### config.mk
export PLATFORM = sky130hd
export DESIGN_NAME = mux2x1
export DESIGN_NICKNAME = d
export VERILOG_FILES = /design/src/rtl/mux2x1_pkg.sv /design/src/rtl/mux2x1_sel.sv /design/src/rtl/mux2x1.sv
export SDC_FILE = /design/constraint.sdc
export NUM_CORES = 1
export LEC_CHECK = 0
export ABC_AREA = 1
export CORE_UTILIZATION = 28
export CTS_CLUSTER_SIZE = 30
export DETAILED_ROUTE_END_ITERATION = 10
export GPL_TIMING_DRIVEN = 1
export MAX_ROUTING_LAYER = met4
export PLACE_DENSITY = 0.81
export SLEW_MARGIN = 15
export SYNTH_ARGS = -nofsm -noshare
export SYNTH_HDL_FRONTEND = slang
export SYNTH_SLANG_ARGS = --single-unit
### constraint.sdc
create_clock -name clk -period 0.8 [get_ports clk]
set_input_delay 0.24 -clock clk [delete_from_list [all_inputs] [get_ports clk]]
set_output_delay 0.24 -clock clk [all_outputs]
set_load 0.02 [all_outputs]
### src/rtl/mux2x1_pkg.sv
// Shared constants and types for the mux2x1 datapath.
package mux2x1_pkg;

    localparam int unsigned MUX2X1_WIDTH_DEFAULT = 8;

    typedef enum logic {
        SEL_IN0 = 1'b0,
        SEL_IN1 = 1'b1
    } mux2x1_sel_e;

endpackage

### src/rtl/mux2x1_sel.sv
// Combinational WIDTH-bit 2:1 select; any sel value other than 1 picks in0.
module mux2x1_sel
    import mux2x1_pkg::*;
#(
    parameter int unsigned WIDTH = MUX2X1_WIDTH_DEFAULT
) (
    input  logic [WIDTH-1:0] in0_i,
    input  logic [WIDTH-1:0] in1_i,
    input  logic             sel_i,
    output logic [WIDTH-1:0] out_o
);

    always_comb begin
        out_o = in0_i;
        // Explicit equality keeps an X/Z select on the in0 path
        if (mux2x1_sel_e'(sel_i) == SEL_IN1) begin
            out_o = in1_i;
        end
    end

endmodule

### src/rtl/mux2x1.sv
// 2:1 multiplexer with optional registered output and a post-reset valid flag.
module mux2x1
    import mux2x1_pkg::*;
#(
    parameter int unsigned WIDTH   = MUX2X1_WIDTH_DEFAULT,
    parameter int unsigned OUT_REG = 1
) (
    input  logic             clk,
    input  logic             rst,
    input  logic [WIDTH-1:0] in0,
    input  logic [WIDTH-1:0] in1,
    input  logic             sel,
    output logic [WIDTH-1:0] out,
    output logic             out_valid
);

    logic [WIDTH-1:0] sel_out;

    mux2x1_sel #(
        .WIDTH(WIDTH)
    ) u_sel (
        .in0_i(in0),
        .in1_i(in1),
        .sel_i(sel),
        .out_o(sel_out)
    );

    if (OUT_REG != 0) begin : g_reg
        logic [WIDTH-1:0] out_q, out_d;
        logic             valid_q, valid_d;

        always_comb begin
            out_d   = sel_out;
            valid_d = 1'b1;
        end

        always_ff @(posedge clk) begin
            if (rst) begin
                out_q   <= '0;
                valid_q <= 1'b0;
            end else begin
                out_q   <= out_d;
                valid_q <= valid_d;
            end
        end

        assign out       = out_q;
        assign out_valid = valid_q;
    end else begin : g_comb
        // Clock and reset have no function in the combinational build
        logic unused_clk_rst;
        assign unused_clk_rst = ^{clk, rst};

        assign out       = sel_out;
        assign out_valid = 1'b1;
    end

endmodule

==> results.py, run 1 <==
metrics = {
    "setup_path": {
        "critical_path.slowest_cell": "dfxtp_2",
        "start_kind": "register",
        "cp.required_ns": 0.56,
        "timing.critical_path.cells": "buf_6",
        "worst_path_largest_cell_delay_ns": 0.32,
        "crit_path_end_kind": "output port",
        "worst-path-buf-inv": 1,
        "cp_top_family": "flip-flops",
        "criticalPathCategory": "reg -> out",
        "worstPathArrival_ns": 0.70,
        "path_max_fanout": 1,
    },
    "finish": {
        "post_route_cells_drive_above_1_share": 0.369,
        "area_growth_syn_to_layout_pct": 99.0,
        "final.fill_count": 110,
        "design_area_um2": 737,
        "design.final.nets": 104,
        "finalCoreUtilization": 0.629,
        "final_common_cell": "clkdlybuf4s50_1",
        "layout.cells.most_common_list": "clkdlybuf4s50_1, nand2_1, nor2_1",
        "layoutNonFillerInstCount": 98,
        "antenna_cells": 0,
    },
    "min_path": {
        "worstHoldPathType": "in -> reg",
    },
    "global_route": {
        "grt_usage": 0.151,
        "largest_net_degree_at_the_start_of_global_routing": 9,
        "grt_overflow": 0,
        "grt_antenna_before_repair": 0,
        "grt_pass1_vias": 365,
        "first_pass_grt_wire_length_mm": 1.36,
    },
    "drt": {
        "wirelength_um": 913,
        "final_antenna_net_count": 0,
        "drt_drc_violations_left": 0,
        "drt_iter0_drcs": 5,
        "vias": 398,
        "wl_per_cell_um": 9.32,
        "detail_route.first_pass.iterations": 4,
        "detail_route.vias_per_cell": 4.06,
    },
    "clocking": {
        "max-clock-path-buffers": 2,
        "cts_tree": "yes",
        "buffer_count_from_post_cts_setup_fixing": 0,
        "tritoncts.num_buffers": 3,
        "clk_root_buffer_cell": "clkbuf_4",
        "cts-htree-levels": 1,
        "path_clk_slew_ns": 0.06,
        "cts.sinks": 9,
    },
    "synth": {
        "synth_area_per_cell_um2": 7.12,
        "netlist_area_um2": 370,
        "synth.largest_area_cell": "dfxtp_1",
        "synth.yosys.seq_area_share": 0.486,
        "yosys-top-cells-area": "dfxtp_1, nand2_1, nor2_1, inv_1, buf_8",
        "ys_ff_latch": 9,
        "yosys_warnings": 0,
        "synth_fp_nets": 71,
        "synth.lib_cells_used.distinct": 9,
        "netlist_instances": 52,
        "synth_top_area_frac": 0.486,
    },
    "place": {
        "placed_cells_incl_taps": 92,
        "placed_area_um2": 652,
        "detailedPlacementHpwl_um": 622,
        "gp_routability_congestion": 0.681,
        "io_buffers": 27,
    },
    "floorplanning": {
        "design.portCount": 28,
        "fp.dieW_um": 38.4,
        "floorplan.die_area_um2": 1470,
        "placeableCoreArea_um2": 1170,
        "fp.dieH_um": 38.4,
        "initial_cell_density_of_the_core": 0.316,
        "core.rowCount": 12,
    },
    "pwr": {
        "cellInternalPower_mw": 0.859,
        "total_switching_power_mw": 0.278,
        "peakVddDrop_mv": 0.688,
        "power.combinational.fraction": 0.262,
        "seq_power_share": 0.438,
        "total_leakage_power_nw": 0.374,
        "proportion_of_total_power_due_to_net_switching": 0.245,
        "clk_pwr_share": 0.300,
        "pwr_density_nw_per_um2": 1540,
    },
    "timing": {
        "hold_slack_ns": 0.361,
        "slew-limit-headroom": 0.931,
        "tns_ns": -1.15,
        "final-max-slew-violation-count": 0,
        "worst_slack_ns": -0.135,
        "min_period_over_period": 1.17,
        "timing.final.hold_violations": 0,
        "tightestPinTransition_ns": 0.103,
        "grt_setup_unrepaired": "true",
        "report.final.setup_viol": 9,
        "period_minus_slack_ns": 0.935,
        "timing.fmax_mhz": 1070,
    },
    "job": {
        "number_of_violations_of_the_max_capacitance_limit": 0,
    },
    "outcome": {
        "failed_checks": "negative setup slack",
        "outcome": "finished, violations left",
    },
}
-- power by group through the flow --
stage / registers (mW) / logic (mW) / clock network [mW]
finish: 0.499 / 0.298 / 0.341
CTS: 0.499 / 0.302 / 0.349
global placement: 0.496 / 0.267 / 0
floorplan: 0.537 / 0.0746 / 0
global route: 0.500 / 0.320 / 0.390
detailed placement: 0.496 / 0.271 / 0
-- cells in the mapped netlist, drive strengths merged --
master,instances
nand2,16
nor2,16
buf,2
inv,8
dfxtp,9
clkinv,1
-- area by class of cell --
class | instances | area (um2) | share of cell area
repair inverters | 1 | 3.75 | 0.00509
repair buffers | 29 | 328 | 0.445
flip-flops and latches | 9 | 191 | 0.260
inverters | 9 | 35.0 | 0.0475
multi-input cells | 32 | 135 | 0.183
well taps | 14 | 17.5 | 0.0238
clock buffers | 4 | 26.3 | 0.0357
-- flip-flops by register name, indices dropped and copies added (netlist names) --
signal,count
out,8
out_valid,1
-- final timing paths --
| kind | slack [ns] | from | end | cells after the start |
|---|---|---|---|---|
| setup / recovery | -0.14 | out[2] | out[2] | 1 |
| hold / removal | 0.36 | rst | out_valid | 2 |
-- kinds of logic (layout without fill, tap and decap cells) --
logic type             Yosys count  in the layout  share of synthesized area
buffers and inverters           11             43                      0.162
DFF                              9              9                      0.486
and+or+nand+nor                 32             32                      0.351
-- metal layers --
| layer | GRT usage | vias to the layer above | share of wire |
|---|---|---|---|
| met3 | 0.0756 | 0 | 0.13 |
| met1 | 0.134 | 159 | 0.40 |
| li1 | - | 213 | - |
| met2 | 0.250 | 26 | 0.47 |
| met4 | 0.103 | 0 | 0 |
| met5 | - | - | 0 |
-- stage by stage --
step / power, mW / setup slack [ns]
floorplan: 0.611 / 0.0543
global placement: 0.762 / -0.373
detailed placement: 0.767 / -0.416
CTS: 1.15 / -0.138
global route: 1.21 / -0.163
finish: 1.14 / -0.135
-- repair_timing --
action,in CTS,in global routing
setup endpoints to repair,18,10
gates cloned,2,0
resized for setup,69,1
hold buffers,0,0
(Power assumes the default switching activity.)
==> run 2, diff against run 1 <==
CORE_AREA = 2 2 39 41   (was unset)
CORE_UTILIZATION = unset   (was 28)
DIE_AREA = 0 0 41 43   (was unset)
GPL_TIMING_DRIVEN = unset   (was 1)
PLACE_DENSITY = 0.78   (was 0.81)
clock period = 1 ns   (was 0.8 ns; I/O delays follow)
==> run 2 against run 1 <==
Compared with the run above:
- sequential power shrank 20%
- final cell count grew 1.0%
- largest cell class unchanged
- flip-flop and latch count is the same
- worst setup slack gained 0.15 ns
- die area grew 20%
- the flow now finishes without violations
- via count shrank 5.0%
- clock-buffer cell count is the same
- global-route usage shrank 5.3 points
- total power shrank 22%
- non-clock buffer count is the same
- combinational power shrank 28%
==> results.py, run 2 (synthesized netlist as in run 1, its figures left out) <==
metrics = {
    "drt": {
        "wl_per_cell_um": 7.62,
        "wirelength_um": 754,
        "final_antenna_net_count": 0,
        "detail_route.vias_per_cell": 3.82,
        "drt_drc_violations_left": 0,
        "vias": 378,
        "detail_route.first_pass.iterations": 4,
        "drt_iter0_drcs": 4,
    },
    "floorplanning": {
        "design.portCount": 28,
        "placeableCoreArea_um2": 1380,
        "core.rowCount": 14,
        "initial_cell_density_of_the_core": 0.268,
        "floorplan.die_area_um2": 1760,
        "fp.dieW_um": 41,
        "fp.dieH_um": 43,
    },
    "timing": {
        "slew-limit-headroom": 0.924,
        "timing.fmax_mhz": 1010,
        "period_minus_slack_ns": 0.989,
        "hold_slack_ns": 0.602,
        "min_period_over_period": 0.989,
        "tightestPinTransition_ns": 0.113,
        "report.final.setup_viol": 0,
        "grt_setup_unrepaired": "true",
        "timing.final.hold_violations": 0,
        "worst_slack_ns": 0.0114,
        "tns_ns": 0,
        "final-max-slew-violation-count": 0,
    },
    "clocking": {
        "cts-htree-levels": 1,
        "cts.sinks": 9,
        "path_clk_slew_ns": 0.06,
        "clk_root_buffer_cell": "clkbuf_4",
        "cts_tree": "yes",
        "buffer_count_from_post_cts_setup_fixing": 0,
        "cts_hold_buf": 0,
        "max-clock-path-buffers": 2,
        "post_cts_resize_count": 57,
        "tritoncts.num_buffers": 3,
    },
    "finish": {
        "largest_register_ff_count": 8,
        "design.final.nets": 103,
        "final_common_cell": "clkdlybuf4s50_1",
        "layoutNonFillerInstCount": 99,
        "post_route_cells_drive_above_1_share": 0.337,
        "antenna_cells": 0,
        "area_growth_syn_to_layout_pct": 88.9,
        "layout.cells.most_common_list": "clkdlybuf4s50_1, nor2_1, nand2_1",
    },
    "global_route": {
        "grt_usage": 0.0981,
        "grt_overflow": 0,
        "grt_antenna_before_repair": 0,
        "grt_pass1_vias": 320,
        "largest_net_degree_at_the_start_of_global_routing": 10,
        "first_pass_grt_wire_length_mm": 1.10,
    },
    "pwr": {
        "cellInternalPower_mw": 0.672,
        "pwr_density_nw_per_um2": 1270,
        "total_leakage_power_nw": 0.351,
        "seq_power_share": 0.450,
        "proportion_of_total_power_due_to_net_switching": 0.242,
        "power.combinational.fraction": 0.243,
        "clk_pwr_share": 0.306,
        "total_switching_power_mw": 0.214,
        "peakVddDrop_mv": 0.681,
    },
    "min_path": {
        "hp-start": "in0[5]",
        "worstHoldPathType": "in -> reg",
        "worstHoldPathCells": 3,
    },
    "setup_path": {
        "path_max_fanout": 1,
        "cp_top_family": "flip-flops",
        "cp.required_ns": 0.70,
        "crit_path_end_kind": "output port",
        "worst_path_largest_cell_delay_ns": 0.32,
        "criticalPathCategory": "reg -> out",
        "crit_start": "out[6]",
        "worst-path-buf-inv": 1,
        "critical_path_cell_count": 1,
        "timing.critical_path.cells": "buf_6",
        "worstPathArrival_ns": 0.69,
        "start_kind": "register",
        "critical_path.slowest_cell": "dfxtp_2",
    },
    "place": {
        "detailedPlace.worstSlack_ns": -0.275,
        "io_buffers": 27,
        "detailedPlacementHpwl_um": 598,
        "placed_cells_incl_taps": 95,
        "gp_routability_congestion": 0.532,
    },
    "job": {
        "number_of_violations_of_the_max_capacitance_limit": 0,
    },
    "outcome": {
        "outcome": "finished clean",
    },
}
-- run 2: area by class of cell --
class                      instances  area (um2)
fill                             144         684
timing repair buffer              29         297
sequential                         9         191
multi-input combinational         32         130
inverter                           9        35.0
clock buffer                       4        26.3
tap                               16        20.0
-- run 2: power groups by stage --
stage,sequential [mW],clock [mW],combinational (mW)
floorplan,0.429,0,0.0597
global placement,0.397,0,0.209
detailed placement,0.397,0,0.212
CTS,0.395,0.285,0.217
global route,0.401,0.302,0.235
finish,0.399,0.271,0.216
-- run 2: per-layer routing --
metal	vias up	GRT usage	routed length, um
li1	207	-	-
met5	-	-	0
met4	0	0.0600	0
met3	0	0.0471	57
met2	17	0.150	395
met1	154	0.0945	300
-- run 2: worst paths after layout --
kind              endpoint  slack (ns)
hold / removal      out[5]        0.60
setup / recovery    out[6]        0.01
-- run 2: metrics by stage --
stage          instance area (um2)   util  power, mW
6_report                       699  0.505      0.886
5_1_grt                        699  0.505      0.937
4_1_cts                        688  0.497      0.897
3_5_place_dp                   649  0.469      0.610
3_3_place_gp                   649  0.469      0.606
2_1_floorplan                  370      -      0.489
